<file path="config.mk">
export PLATFORM = sky130hd
export DESIGN_NAME = pipe_exe_stage_flat
export DESIGN_NICKNAME = d
export VERILOG_FILES = /design/src/rtl/pipe_pkg.sv /design/src/rtl/pipe_exe_stage_if.sv /design/src/rtl/pipe_muldiv.sv /design/src/rtl/pipe_exe_stage.sv /design/src/flat_wrapper.sv
export SDC_FILE = /design/constraint.sdc
export NUM_CORES = 1
export LEC_CHECK = 0
export CAP_MARGIN = 40
export CORE_MARGIN = 10
export CORE_UTILIZATION = 40
export DETAILED_ROUTE_END_ITERATION = 16
export DONT_BUFFER_PORTS = 1
export PLACE_DENSITY = 0.51
export SLEW_MARGIN = 5
export SYNTH_ARGS = -nofsm -noshare
export SYNTH_HDL_FRONTEND = slang
export SYNTH_SLANG_ARGS = --single-unit
</file>
<file path="constraint.sdc">
create_clock -name clk -period 14.85 [get_ports clk]
set_input_delay 4.455 -clock clk [delete_from_list [all_inputs] [get_ports clk]]
set_output_delay 4.455 -clock clk [all_outputs]
set_load 0.01 [all_outputs]
</file>
<file path="src/rtl/pipe_pkg.sv">
// Shared definitions for the pipelined MIPS execute stage: ALU/muldiv op codes and muldiv FSM state.
`timescale 1ns/1ps
package pipe_pkg;
    localparam logic [3:0] ALUC_ADD = 4'b0000;
    localparam logic [3:0] ALUC_SUB = 4'b0100;
    localparam logic [3:0] ALUC_AND = 4'b0001;
    localparam logic [3:0] ALUC_OR  = 4'b0101;
    localparam logic [3:0] ALUC_XOR = 4'b0010;
    localparam logic [3:0] ALUC_LUI = 4'b0110;
    localparam logic [3:0] ALUC_SLL = 4'b0011;
    localparam logic [3:0] ALUC_SRL = 4'b0111;
    localparam logic [3:0] ALUC_SRA = 4'b1111;

    localparam logic [2:0] MD_NONE  = 3'b000;
    localparam logic [2:0] MD_MULT  = 3'b001;
    localparam logic [2:0] MD_MULTU = 3'b010;
    localparam logic [2:0] MD_DIV   = 3'b011;
    localparam logic [2:0] MD_DIVU  = 3'b100;
    localparam logic [2:0] MD_MFHI  = 3'b101;
    localparam logic [2:0] MD_MFLO  = 3'b110;

    typedef enum logic {IDLE, BUSY} md_state_t;

    function automatic logic md_is_start(input logic [2:0] op);
        return (op == MD_MULT) || (op == MD_MULTU) || (op == MD_DIV) || (op == MD_DIVU);
    endfunction
endpackage

</file>
<file path="src/rtl/pipe_exe_stage_if.sv">
// ID/EXE inputs and EXE/MEM outputs of the execute stage; master is the pipeline side, slave the stage.
`timescale 1ns/1ps
interface pipe_exe_stage_if;
    logic [31:0] ea, eb, eimm, epc4;
    logic [4:0]  ern;
    logic [3:0]  ealuc;
    logic        ealuimm, eshift, ejal;
    logic        ewreg, em2reg, ewmem;
    logic [2:0]  emd;
    logic [31:0] ealu;
    logic [4:0]  ern0;
    logic [31:0] eb_o;
    logic        ewreg_o, em2reg_o, ewmem_o;
    logic        estall;
    logic [31:0] hi, lo;

    modport master (
        output ea, eb, eimm, epc4, ern, ealuc, ealuimm, eshift, ejal,
               ewreg, em2reg, ewmem, emd,
        input  ealu, ern0, eb_o, ewreg_o, em2reg_o, ewmem_o, estall, hi, lo
    );
    modport slave (
        input  ea, eb, eimm, epc4, ern, ealuc, ealuimm, eshift, ejal,
               ewreg, em2reg, ewmem, emd,
        output ealu, ern0, eb_o, ewreg_o, em2reg_o, ewmem_o, estall, hi, lo
    );
endinterface

</file>
<file path="src/rtl/pipe_muldiv.sv">
// Iterative multiply (shift-add) / divide (restoring) unit on operand magnitudes, with HI/LO registers.
`timescale 1ns/1ps
module pipe_muldiv
    import pipe_pkg::*;
#(
    parameter int MD_CYCLES = 32
) (
    input  logic        clk,
    input  logic        clrn,
    input  logic        start,
    input  logic [2:0]  op,
    input  logic [31:0] a,
    input  logic [31:0] b,
    output logic        busy,
    output logic        last,
    output logic [31:0] hi,
    output logic [31:0] lo
);
    localparam int CW = $clog2(MD_CYCLES);

    md_state_t   state_reg;
    logic [CW-1:0] cnt_reg;
    logic [2:0]  op_reg;
    logic        sa_reg, sb_reg;
    logic [31:0] mb_reg;   // multiplicand / divisor magnitude
    logic [31:0] acc_reg;  // product high half / partial remainder
    logic [31:0] q_reg;    // multiplier shifting out / quotient shifting in
    logic [31:0] hi_reg, lo_reg;

    logic        is_signed, is_div, op_signed;
    logic [32:0] sum, shifted;
    logic        ge;
    logic [31:0] acc_next, q_next, hi_next, lo_next;
    logic [63:0] prod;

    assign op_signed = (op == MD_MULT) || (op == MD_DIV);
    assign is_signed = (op_reg == MD_MULT) || (op_reg == MD_DIV);
    assign is_div    = (op_reg == MD_DIV) || (op_reg == MD_DIVU);

    always_comb begin
        sum      = {1'b0, acc_reg} + (q_reg[0] ? {1'b0, mb_reg} : 33'd0);
        shifted  = {acc_reg, q_reg[31]};
        ge       = shifted >= {1'b0, mb_reg};
        acc_next = '0;
        q_next   = '0;
        if (is_div) begin
            acc_next = ge ? (shifted[31:0] - mb_reg) : shifted[31:0];
            q_next   = {q_reg[30:0], ge};
        end else begin
            acc_next = sum[32:1];
            q_next   = {sum[0], q_reg[31:1]};
        end
    end

    // A zero divisor lets every subtract succeed, so the remainder ends as |a|; the sign fix-up restores a.
    always_comb begin
        prod    = {acc_next, q_next};
        hi_next = '0;
        lo_next = '0;
        if (is_div) begin
            lo_next = (is_signed && (sa_reg ^ sb_reg)) ? -q_next : q_next;
            hi_next = (is_signed && sa_reg) ? -acc_next : acc_next;
            if (mb_reg == '0)
                lo_next = '1;
        end else begin
            if (is_signed && (sa_reg ^ sb_reg))
                prod = -prod;
            {hi_next, lo_next} = prod;
        end
    end

    always_ff @(posedge clk or negedge clrn) begin
        if (!clrn) begin
            state_reg <= IDLE;
            cnt_reg   <= '0;
            op_reg    <= MD_NONE;
            sa_reg    <= 1'b0;
            sb_reg    <= 1'b0;
            mb_reg    <= '0;
            acc_reg   <= '0;
            q_reg     <= '0;
            hi_reg    <= '0;
            lo_reg    <= '0;
        end else begin
            case (state_reg)
                IDLE: if (start) begin
                    state_reg <= BUSY;
                    cnt_reg   <= '0;
                    op_reg    <= op;
                    sa_reg    <= op_signed & a[31];
                    sb_reg    <= op_signed & b[31];
                    q_reg     <= (op_signed && a[31]) ? -a : a;
                    mb_reg    <= (op_signed && b[31]) ? -b : b;
                    acc_reg   <= '0;
                end
                BUSY: begin
                    acc_reg <= acc_next;
                    q_reg   <= q_next;
                    cnt_reg <= cnt_reg + 1'b1;
                    if (cnt_reg == CW'(MD_CYCLES - 1)) begin
                        state_reg <= IDLE;
                        hi_reg    <= hi_next;
                        lo_reg    <= lo_next;
                    end
                end
                default: state_reg <= IDLE;
            endcase
        end
    end

    assign busy = (state_reg == BUSY);
    assign last = busy && (cnt_reg == CW'(MD_CYCLES - 1));
    assign hi   = hi_reg;
    assign lo   = lo_reg;
endmodule

</file>
<file path="src/rtl/pipe_exe_stage.sv">
// MIPS execute stage: operand muxing, single-cycle ALU, result select and stall/bubble control.
`timescale 1ns/1ps
module pipe_exe_stage
    import pipe_pkg::*;
#(
    parameter int MD_CYCLES = 32
) (
    input  logic            clk,
    input  logic            clrn,
    pipe_exe_stage_if.slave bus
);
    logic [31:0] opa, opb, alu_res;
    logic        md_start, md_busy, md_last;
    logic [31:0] md_hi, md_lo;
    logic        stall;

    assign opa      = bus.eshift  ? {27'b0, bus.eimm[10:6]} : bus.ea;
    assign opb      = bus.ealuimm ? bus.eimm : bus.eb;
    assign md_start = md_is_start(bus.emd);

    always_comb begin
        alu_res = '0;
        casez (bus.ealuc)
            4'b?000: alu_res = opa + opb;
            4'b?100: alu_res = opa - opb;
            4'b?001: alu_res = opa & opb;
            4'b?101: alu_res = opa | opb;
            4'b?010: alu_res = opa ^ opb;
            4'b?110: alu_res = {opb[15:0], 16'b0};
            ALUC_SLL: alu_res = opb << opa[4:0];
            ALUC_SRL: alu_res = opb >> opa[4:0];
            ALUC_SRA: alu_res = $signed(opb) >>> opa[4:0];
            default:  alu_res = '0;
        endcase
    end

    pipe_muldiv #(.MD_CYCLES(MD_CYCLES)) u_muldiv (
        .clk   (clk),
        .clrn  (clrn),
        .start (md_start),
        .op    (bus.emd),
        .a     (bus.ea),
        .b     (bus.eb),
        .busy  (md_busy),
        .last  (md_last),
        .hi    (md_hi),
        .lo    (md_lo)
    );

    // Stall covers the issue cycle plus every busy cycle except the final one; held low during reset.
    assign stall = clrn && ((!md_busy && md_start) || (md_busy && !md_last));

    assign bus.ealu = bus.ejal              ? bus.epc4 + 32'd4 :
                      (bus.emd == MD_MFHI)  ? md_hi :
                      (bus.emd == MD_MFLO)  ? md_lo : alu_res;
    assign bus.ern0     = bus.ejal ? 5'd31 : bus.ern;
    assign bus.eb_o     = bus.eb;
    assign bus.ewreg_o  = bus.ewreg  & ~stall;
    assign bus.em2reg_o = bus.em2reg & ~stall;
    assign bus.ewmem_o  = bus.ewmem  & ~stall;
    assign bus.estall   = stall;
    assign bus.hi       = md_hi;
    assign bus.lo       = md_lo;
endmodule
</file>
<file path="src/flat_wrapper.sv">
// flat-port wrapper written by rule: the top's interface ports become plain ports
module pipe_exe_stage_flat import pipe_pkg::*;
#(
    parameter int MD_CYCLES = 32
)
  (clk, clrn, bus_ea, bus_eb, bus_eimm, bus_epc4, bus_ern, bus_ealuc, bus_ealuimm, bus_eshift, bus_ejal, bus_ewreg, bus_em2reg, bus_ewmem, bus_emd, bus_ealu, bus_ern0, bus_eb_o, bus_ewreg_o, bus_em2reg_o, bus_ewmem_o, bus_estall, bus_hi, bus_lo);
  pipe_exe_stage_if bus_i ();
  input  logic clk;
  input  logic clrn;
  input wire logic [$bits(bus_i.ea)-1:0] bus_ea;
  input wire logic [$bits(bus_i.eb)-1:0] bus_eb;
  input wire logic [$bits(bus_i.eimm)-1:0] bus_eimm;
  input wire logic [$bits(bus_i.epc4)-1:0] bus_epc4;
  input wire logic [$bits(bus_i.ern)-1:0] bus_ern;
  input wire logic [$bits(bus_i.ealuc)-1:0] bus_ealuc;
  input wire logic [$bits(bus_i.ealuimm)-1:0] bus_ealuimm;
  input wire logic [$bits(bus_i.eshift)-1:0] bus_eshift;
  input wire logic [$bits(bus_i.ejal)-1:0] bus_ejal;
  input wire logic [$bits(bus_i.ewreg)-1:0] bus_ewreg;
  input wire logic [$bits(bus_i.em2reg)-1:0] bus_em2reg;
  input wire logic [$bits(bus_i.ewmem)-1:0] bus_ewmem;
  input wire logic [$bits(bus_i.emd)-1:0] bus_emd;
  output wire logic [$bits(bus_i.ealu)-1:0] bus_ealu;
  output wire logic [$bits(bus_i.ern0)-1:0] bus_ern0;
  output wire logic [$bits(bus_i.eb_o)-1:0] bus_eb_o;
  output wire logic [$bits(bus_i.ewreg_o)-1:0] bus_ewreg_o;
  output wire logic [$bits(bus_i.em2reg_o)-1:0] bus_em2reg_o;
  output wire logic [$bits(bus_i.ewmem_o)-1:0] bus_ewmem_o;
  output wire logic [$bits(bus_i.estall)-1:0] bus_estall;
  output wire logic [$bits(bus_i.hi)-1:0] bus_hi;
  output wire logic [$bits(bus_i.lo)-1:0] bus_lo;
  assign bus_i.ea = bus_ea;
  assign bus_i.eb = bus_eb;
  assign bus_i.eimm = bus_eimm;
  assign bus_i.epc4 = bus_epc4;
  assign bus_i.ern = bus_ern;
  assign bus_i.ealuc = bus_ealuc;
  assign bus_i.ealuimm = bus_ealuimm;
  assign bus_i.eshift = bus_eshift;
  assign bus_i.ejal = bus_ejal;
  assign bus_i.ewreg = bus_ewreg;
  assign bus_i.em2reg = bus_em2reg;
  assign bus_i.ewmem = bus_ewmem;
  assign bus_i.emd = bus_emd;
  assign bus_ealu = bus_i.ealu;
  assign bus_ern0 = bus_i.ern0;
  assign bus_eb_o = bus_i.eb_o;
  assign bus_ewreg_o = bus_i.ewreg_o;
  assign bus_em2reg_o = bus_i.em2reg_o;
  assign bus_ewmem_o = bus_i.ewmem_o;
  assign bus_estall = bus_i.estall;
  assign bus_hi = bus_i.hi;
  assign bus_lo = bus_i.lo;
  pipe_exe_stage #(.MD_CYCLES(MD_CYCLES)) u_core (.clk(clk), .clrn(clrn), .bus(bus_i));
endmodule
</file>
==> results of run 1 <==
## layout by cell type (no fill, tap or decap), types with 31 or more instances in the layout
cell type  synthesis  final
a211oi_1          50     50
a21o_1            40     40
a21oi_1          261    260
a31oi_1           44     44
and2_1            59     59
buf_4             33     87
dfrtp_1          171    169
ha_1             167    167
inv_1            150    149
mux2i_1          172    166
nand2_1          469    466
nand2b_1          47     47
nand3_1           97     97
nand4_1           39     39
nor2_1           245    242
nor2b_1           47     46
nor3_1            90     89
o211ai_1          72     72
o21ai_0          335    335
o31ai_1           31     31
xnor2_1          136    135
xor2_1            92     91
## power by group through the flow
stage / clock (W) / sequential [W] / combinational [W]
after floorplan: 0 / 0.000896 / 0.00244
after global placement: 0 / 0.00120 / 0.00330
after detailed placement: 0 / 0.00120 / 0.00336
after CTS: 0.000469 / 0.00120 / 0.00337
after global routing: 0.000488 / 0.00123 / 0.00373
final: 0.000466 / 0.00122 / 0.00345
## final cells by class
type | count | share of cell area
diodes | 4 | 0.000371
clock buffers | 19 | 0.0168
repair buffers | 105 | 0.0321
well taps | 846 | 0.0392
flip-flops and latches | 171 | 0.159
inverters | 156 | 0.0217
multi-input cells | 2994 | 0.726
clock inverters | 13 | 0.00547
## logic make-up after synthesis
logic type,Yosys count,synth area share
DFF,171,0.168
AOI/OAI and AO/OA,1150,0.289
buffers and inverters,417,0.0676
xor gates and xnor gates,228,0.0783
muxes,186,0.0747
adders and majority gates,170,0.0843
and+or+nand+nor,1260,0.238
## metal layers
metal / GRT usage / routed length, um
met5: 0 / 67
met2: 0.563 / 60900
met1: 0.448 / 55000
met3: 0.0709 / 12600
met4: 0.192 / 8620
## worst paths after layout
| check | from | end | slack, ps | depth (start not counted) |
|---|---|---|---|---|
| setup / recovery | bus_ealuimm | bus_ealu[31] | 770 | 18 |
| hold / removal | u_core.u_muldiv.cnt_reg[2] | u_core.u_muldiv.cnt_reg[2] | 530 | 1 |
| setup reg to reg | u_core.u_muldiv.mb_reg[6] | u_core.u_muldiv.hi[20] | 9010 | 18 |
| hold reg to reg | u_core.u_muldiv.cnt_reg[2] | u_core.u_muldiv.cnt_reg[2] | 530 | 1 |
| max in group asynchronous | clrn | u_core.u_muldiv.acc_reg[8] | 10570 | 0 |
| min in group asynchronous | clrn | u_core.u_muldiv.acc_reg[22] | 3700 | 0 |
## cell usage after synthesis, types with 11 or more instances
cell type  instances  share of area
nand2_1          469          0.069
o21ai_0          335          0.066
a21oi_1          261          0.051
nor2_1           245          0.036
clkbuf_1         174          0.026
mux2i_1          172          0.068
dfrtp_1          171           0.17
ha_1             167          0.082
inv_1            150          0.022
xnor2_1          136          0.047
nand3_1           97          0.019
xor2_1            92          0.032
nor3_1            90          0.018
o211ai_1          72          0.021
and2_1            59          0.014
a211oi_1          50          0.015
nand2b_1          47          0.012
nor2b_1           47          0.012
a31oi_1           44          0.011
a21o_1            40          0.012
nand4_1           39         0.0096
buf_1             36         0.0053
buf_4             33         0.0097
o31ai_1           31         0.0091
or3_1             30         0.0074
o22ai_1           29         0.0071
a22oi_1           26         0.0077
nor4_1            26         0.0064
a221oi_1          24         0.0082
and3_1            23         0.0056
o21ai_1           21         0.0041
o21a_1            20         0.0059
o311ai_0          20         0.0069
nor3b_1           19         0.0056
o221ai_1          19         0.0065
a211o_1           17         0.0058
buf_2             16         0.0031
o21bai_1          14         0.0041
a41oi_1           13         0.0045
a311oi_1          12         0.0041
or2_2             12         0.0029
and4_1            11         0.0038
mux2_2            11         0.0049
or4_1             11         0.0032
## metrics by stage
| step | power [W] | setup WS, ps |
|---|---|---|
| after floorplan | 0.00333 | 1380 |
| after global placement | 0.00449 | 731 |
| after detailed placement | 0.00456 | 810 |
| after CTS | 0.00504 | 794 |
| after global routing | 0.00545 | 341 |
| final | 0.00513 | 774 |
## worst max-delay path: stages
cell	delay, ps
mux2i_1	570
inv_1	200
nor3_1	370
nand3_1	300
o31ai_1	320
xnor2_1	110
ha_1	400
and3_1	260
nand3_1	90
a211oi_1	320
o31ai_1	180
o31ai_1	470
a211oi_1	220
o41a_1	470
o21bai_1	210
a21o_1	160
a31oi_1	90
o21ai_0	410
==> flow_metrics.env, run 1 <==
export IMPL_fin_crit_ps=14080
export IMPL_cp_end_kind="output pin"
export IMPL_startpoint_type="input pin"
export IMPL_drt_initial_drc_count=3458
export IMPL_worstSetupPathType="input pin to output pin"
export IMPL_syn_inst=3582
export IMPL_hp_class="register to register"
export IMPL_drc_errors=0
export IMPL_grt_usage=0.355
export IMPL_p_int_w=0.00214
export IMPL_htreeDepth=4
export IMPL_clock_sinks=171
export IMPL_placedCellCount=4271
export IMPL_io_pins=285
export IMPL_numCtsBuffers=17
export IMPL_arrival_ps=9620
export IMPL_rows=92
export IMPL_maxCapViolations=0
export IMPL_p_leak_nw=11.4
export IMPL_ctsLongestPathBuffers=2
export IMPL_setup_viol=0
export IMPL_antenna_found_initial=11
export IMPL_synthArstFlopShare=1.00
export IMPL_final_core_util=0.428
export IMPL_dp_hpwl_um=110000
export IMPL_cts_tree="built"
export IMPL_grt_overflow_total=0
export IMPL_pwr_share_seq=0.237
export IMPL_tns_ps=0
export IMPL_num_vias=28500
export IMPL_postLayoutCellArea_sq_mm=0.0270
export IMPL_dpl_cell_area_sq_mm=0.0264
export IMPL_holdWs_ps=534
export IMPL_switching_share=0.583
export IMPL_required_ps=10390
export IMPL_fin_worst_skew_ps=19.1
export IMPL_portBuffers=0
export IMPL_yosys_warnings=0
export IMPL_multiInputGateArea_sq_mm=0.0196
export IMPL_avgSynthCellArea_sq_um=7.12
export IMPL_coreArea_sq_mm=0.0631
export IMPL_rsz0062_at_grt="false"
export IMPL_die_h_um=272
export IMPL_dr_pass1_iters=6
export IMPL_peakVddDrop_uv=95.4
export IMPL_area_growth_pct=5.94
export IMPL_drive_gt1_frac=0.0639
export IMPL_instances_no_fill=4308
export IMPL_power_frac_clock=0.091
export IMPL_ys_flop_type="dfrtp_1"
export IMPL_period_share=0.948
export IMPL_ys_ff_latch=171
export IMPL_power_density_mw_per_mm2=190
export IMPL_synth_distinct_cells=100
export IMPL_cts_hold_buffers=0
export IMPL_synth_nets=3900
export IMPL_post_cts_buffers=0
export IMPL_grt_max_degree=173
export IMPL_drtAntennaViolNets=0
export IMPL_p_sw_w=0.00299
export IMPL_die_w_um=272
export IMPL_wl_um=137000
export IMPL_cts_resized=0
export IMPL_path_max_fanout=32
export IMPL_regArea_sq_mm=0.00428
export IMPL_pwr_share_comb=0.672
export IMPL_start_util=0.404
export IMPL_finalWeightedCongestion=1.07
export IMPL_ys_seq_area_frac=0.168
export IMPL_grt_pass1_wl_um=196000
export IMPL_layout_nets=3763
export IMPL_slew_viol_final=0
export IMPL_cts_root_buf="clkbuf_16"
export IMPL_clk_pin_slew_ps=80
export IMPL_finalHoldViolations=0
export IMPL_slew_headroom=0.282
export IMPL_wl_per_cell_um=31.8
export IMPL_worstMarginPinSlew_ps=1070
export IMPL_clkLatencyLatePin_ps=470
export IMPL_dieArea_sq_mm=0.0742
export IMPL_synth_area_sq_mm=0.0255
export IMPL_synth_edff_count=0
export IMPL_grt_pass1_vias=26900
export IMPL_fmax_mhz=71.0
export IMPL_status="complete, no violations"
export IMPL_viasPerCell=6.61
export IMPL_fillers=6719
No activity file was read; power rests on OpenSTA's default activity.
==> run 2, diff against run 1 <==
--- a/config.mk
+++ b/config.mk
@@ -5,7 +5,7 @@
 export SDC_FILE = /design/constraint.sdc
 export NUM_CORES = 1
 export LEC_CHECK = 0
-export CAP_MARGIN = 40
+export CAP_MARGIN = 5
 export CORE_MARGIN = 10
 export CORE_UTILIZATION = 40
 export DETAILED_ROUTE_END_ITERATION = 16
==> flow_metrics.env, run 2 (synthesis gave the netlist of run 1 again) <==
export IMPL_finalHoldViolations=0
export IMPL_cts_tree="built"
export IMPL_final_cell_mix="466 x nand2_1, 335 x o21ai_0, 260 x a21oi_1, 242 x nor2_1, 169 x dfrtp_1"
export IMPL_fmax_mhz=69.6
export IMPL_die_w_um=272
export IMPL_use_met3=0.0759
export IMPL_dp_hpwl_um=109000
export IMPL_wl_um=137000
export IMPL_dr_pass1_iters=6
export IMPL_clk_pin_slew_ps=80
export IMPL_p_leak_nw=11.3
export IMPL_grt_usage=0.354
export IMPL_final_common_cell="nand2_1"
export IMPL_dieArea_sq_mm=0.0742
export IMPL_antenna_found_initial=9
export IMPL_die_h_um=272
export IMPL_fin_worst_skew_ps=15.1
export IMPL_cp_end_kind="output pin"
export IMPL_tns_ps=0
export IMPL_grt_busiest_layer="met2"
export IMPL_start_util=0.404
export IMPL_power_density_mw_per_mm2=191
export IMPL_startpoint_type="input pin"
export IMPL_rsz0062_at_grt="false"
export IMPL_finalWeightedCongestion=1.07
export IMPL_required_ps=10390
export IMPL_wl_per_cell_um=32.0
export IMPL_power_w=0.00513
export IMPL_portBuffers=0
export IMPL_peakVddDrop_uv=98.8
export IMPL_period_share=0.967
export IMPL_slew_viol_final=0
export IMPL_post_cts_buffers=0
export IMPL_drtAntennaViolNets=0
export IMPL_ctsLongestPathBuffers=2
export IMPL_holdWs_ps=529
export IMPL_instances_no_fill=4285
export IMPL_maxCapViolations=0
export IMPL_grt_overflow_total=0
export IMPL_coreArea_sq_mm=0.0631
export IMPL_grt_max_degree=173
export IMPL_setup_viol=0
export IMPL_status="complete, no violations"
export IMPL_io_pins=285
export IMPL_path_max_fanout=32
export IMPL_fin_crit_ps=14360
export IMPL_numCtsBuffers=17
export IMPL_clkLatencyLatePin_ps=460
export IMPL_layout_nets=3742
export IMPL_grt_pass1_wl_um=195000
export IMPL_worstMarginPinSlew_ps=1180
export IMPL_cts_root_buf="clkbuf_16"
export IMPL_gr_usage_met2=0.559
export IMPL_viasPerCell=6.58
export IMPL_drt_initial_drc_count=3229
export IMPL_area_growth_pct=5.11
export IMPL_arrival_ps=9900
export IMPL_htreeDepth=4
export IMPL_num_vias=28200
export IMPL_cts_hold_buffers=0
export IMPL_worstSetupPathType="input pin to output pin"
export IMPL_drive_gt1_frac=0.0591
export IMPL_met1_usage=0.445
export IMPL_rows=92
export IMPL_placedCellCount=4251
export IMPL_clock_sinks=171
export IMPL_grt_pass1_vias=26800
export IMPL_hp_class="register to register"
export IMPL_slew_headroom=0.211
export IMPL_drc_errors=0
run 2: cell count changes in the layout (fill, tap and decap cells not counted), sizes merged:
cell	before	now
buf	104	84
bufinv	0	2
clkbuf	20	19
clkinv	11	6
clkinvlp	0	1
diode	4	2
inv	158	160
run 2: power by group:
group          switching (W)  internal (W)
sequential          0.000535      0.000681
clock               0.000224      0.000261
combinational        0.00222       0.00121
run 2: layout make-up:
class / count / area (sq um)
diodes: 2 / 5.00
clock buffers: 19 / 443
clock inverters: 13 / 171
fillers: 6722 / 36300
inverters: 156 / 586
multi-input cells: 2994 / 19600
flip-flops and latches: 171 / 4280
well taps: 846 / 1060
repair buffers: 84 / 643
run 2: path summary, 6_finish.rpt:
kind | from | to | slack [ps] | cells after the start
hold / removal | u_core.u_muldiv.cnt_reg[2] | u_core.u_muldiv.cnt_reg[2] | 530 | 1
max in group asynchronous | clrn | u_core.u_muldiv.lo[25] | 10790 | 0
setup / recovery | bus_ealuimm | bus_ealu[27] | 490 | 18
setup reg to reg | u_core.u_muldiv.mb_reg[6] | u_core.u_muldiv.hi[20] | 8290 | 18
min in group asynchronous | clrn | u_core.u_muldiv.acc_reg[22] | 3710 | 0
hold reg to reg | u_core.u_muldiv.cnt_reg[2] | u_core.u_muldiv.cnt_reg[2] | 530 | 1
run 2: worst max-delay path, stage by stage:
cell	delay, ps
mux2i_2	650
inv_1	210
nor3_1	390
nand3_1	300
o31ai_1	370
xnor2_1	110
ha_1	400
and3_1	260
nand3_1	100
a211oi_1	370
o31ai_1	210
o31ai_1	480
a211oi_1	220
o41a_1	480
nor2b_1	130
nor2_1	60
xor2_1	390
o22ai_1	300
run 2: per-layer routing:
| layer | share of wire | wire length, um |
|---|---|---|
| met5 | 0.00042 | 57 |
| met4 | 0.063 | 8620 |
| met3 | 0.089 | 12200 |
| met2 | 0.44 | 60800 |
| met1 | 0.40 | 55500 |
run 2: timing repair:
item | 4_1_cts | 5_1_grt
setup endpoints to repair | 0 | 1
gates resized for setup | 0 | 1
endpoints found under the hold margin | 0 | 0
run 2: metrics by stage:
stage	worst slack [ps]	util	cell area [sq um]
after floorplan	1380	-	25500
after global placement	731	0.415	26200
after detailed placement	763	0.415	26200
after CTS	737	0.425	26800
after global routing	289	0.425	26800
final	492	0.425	26800
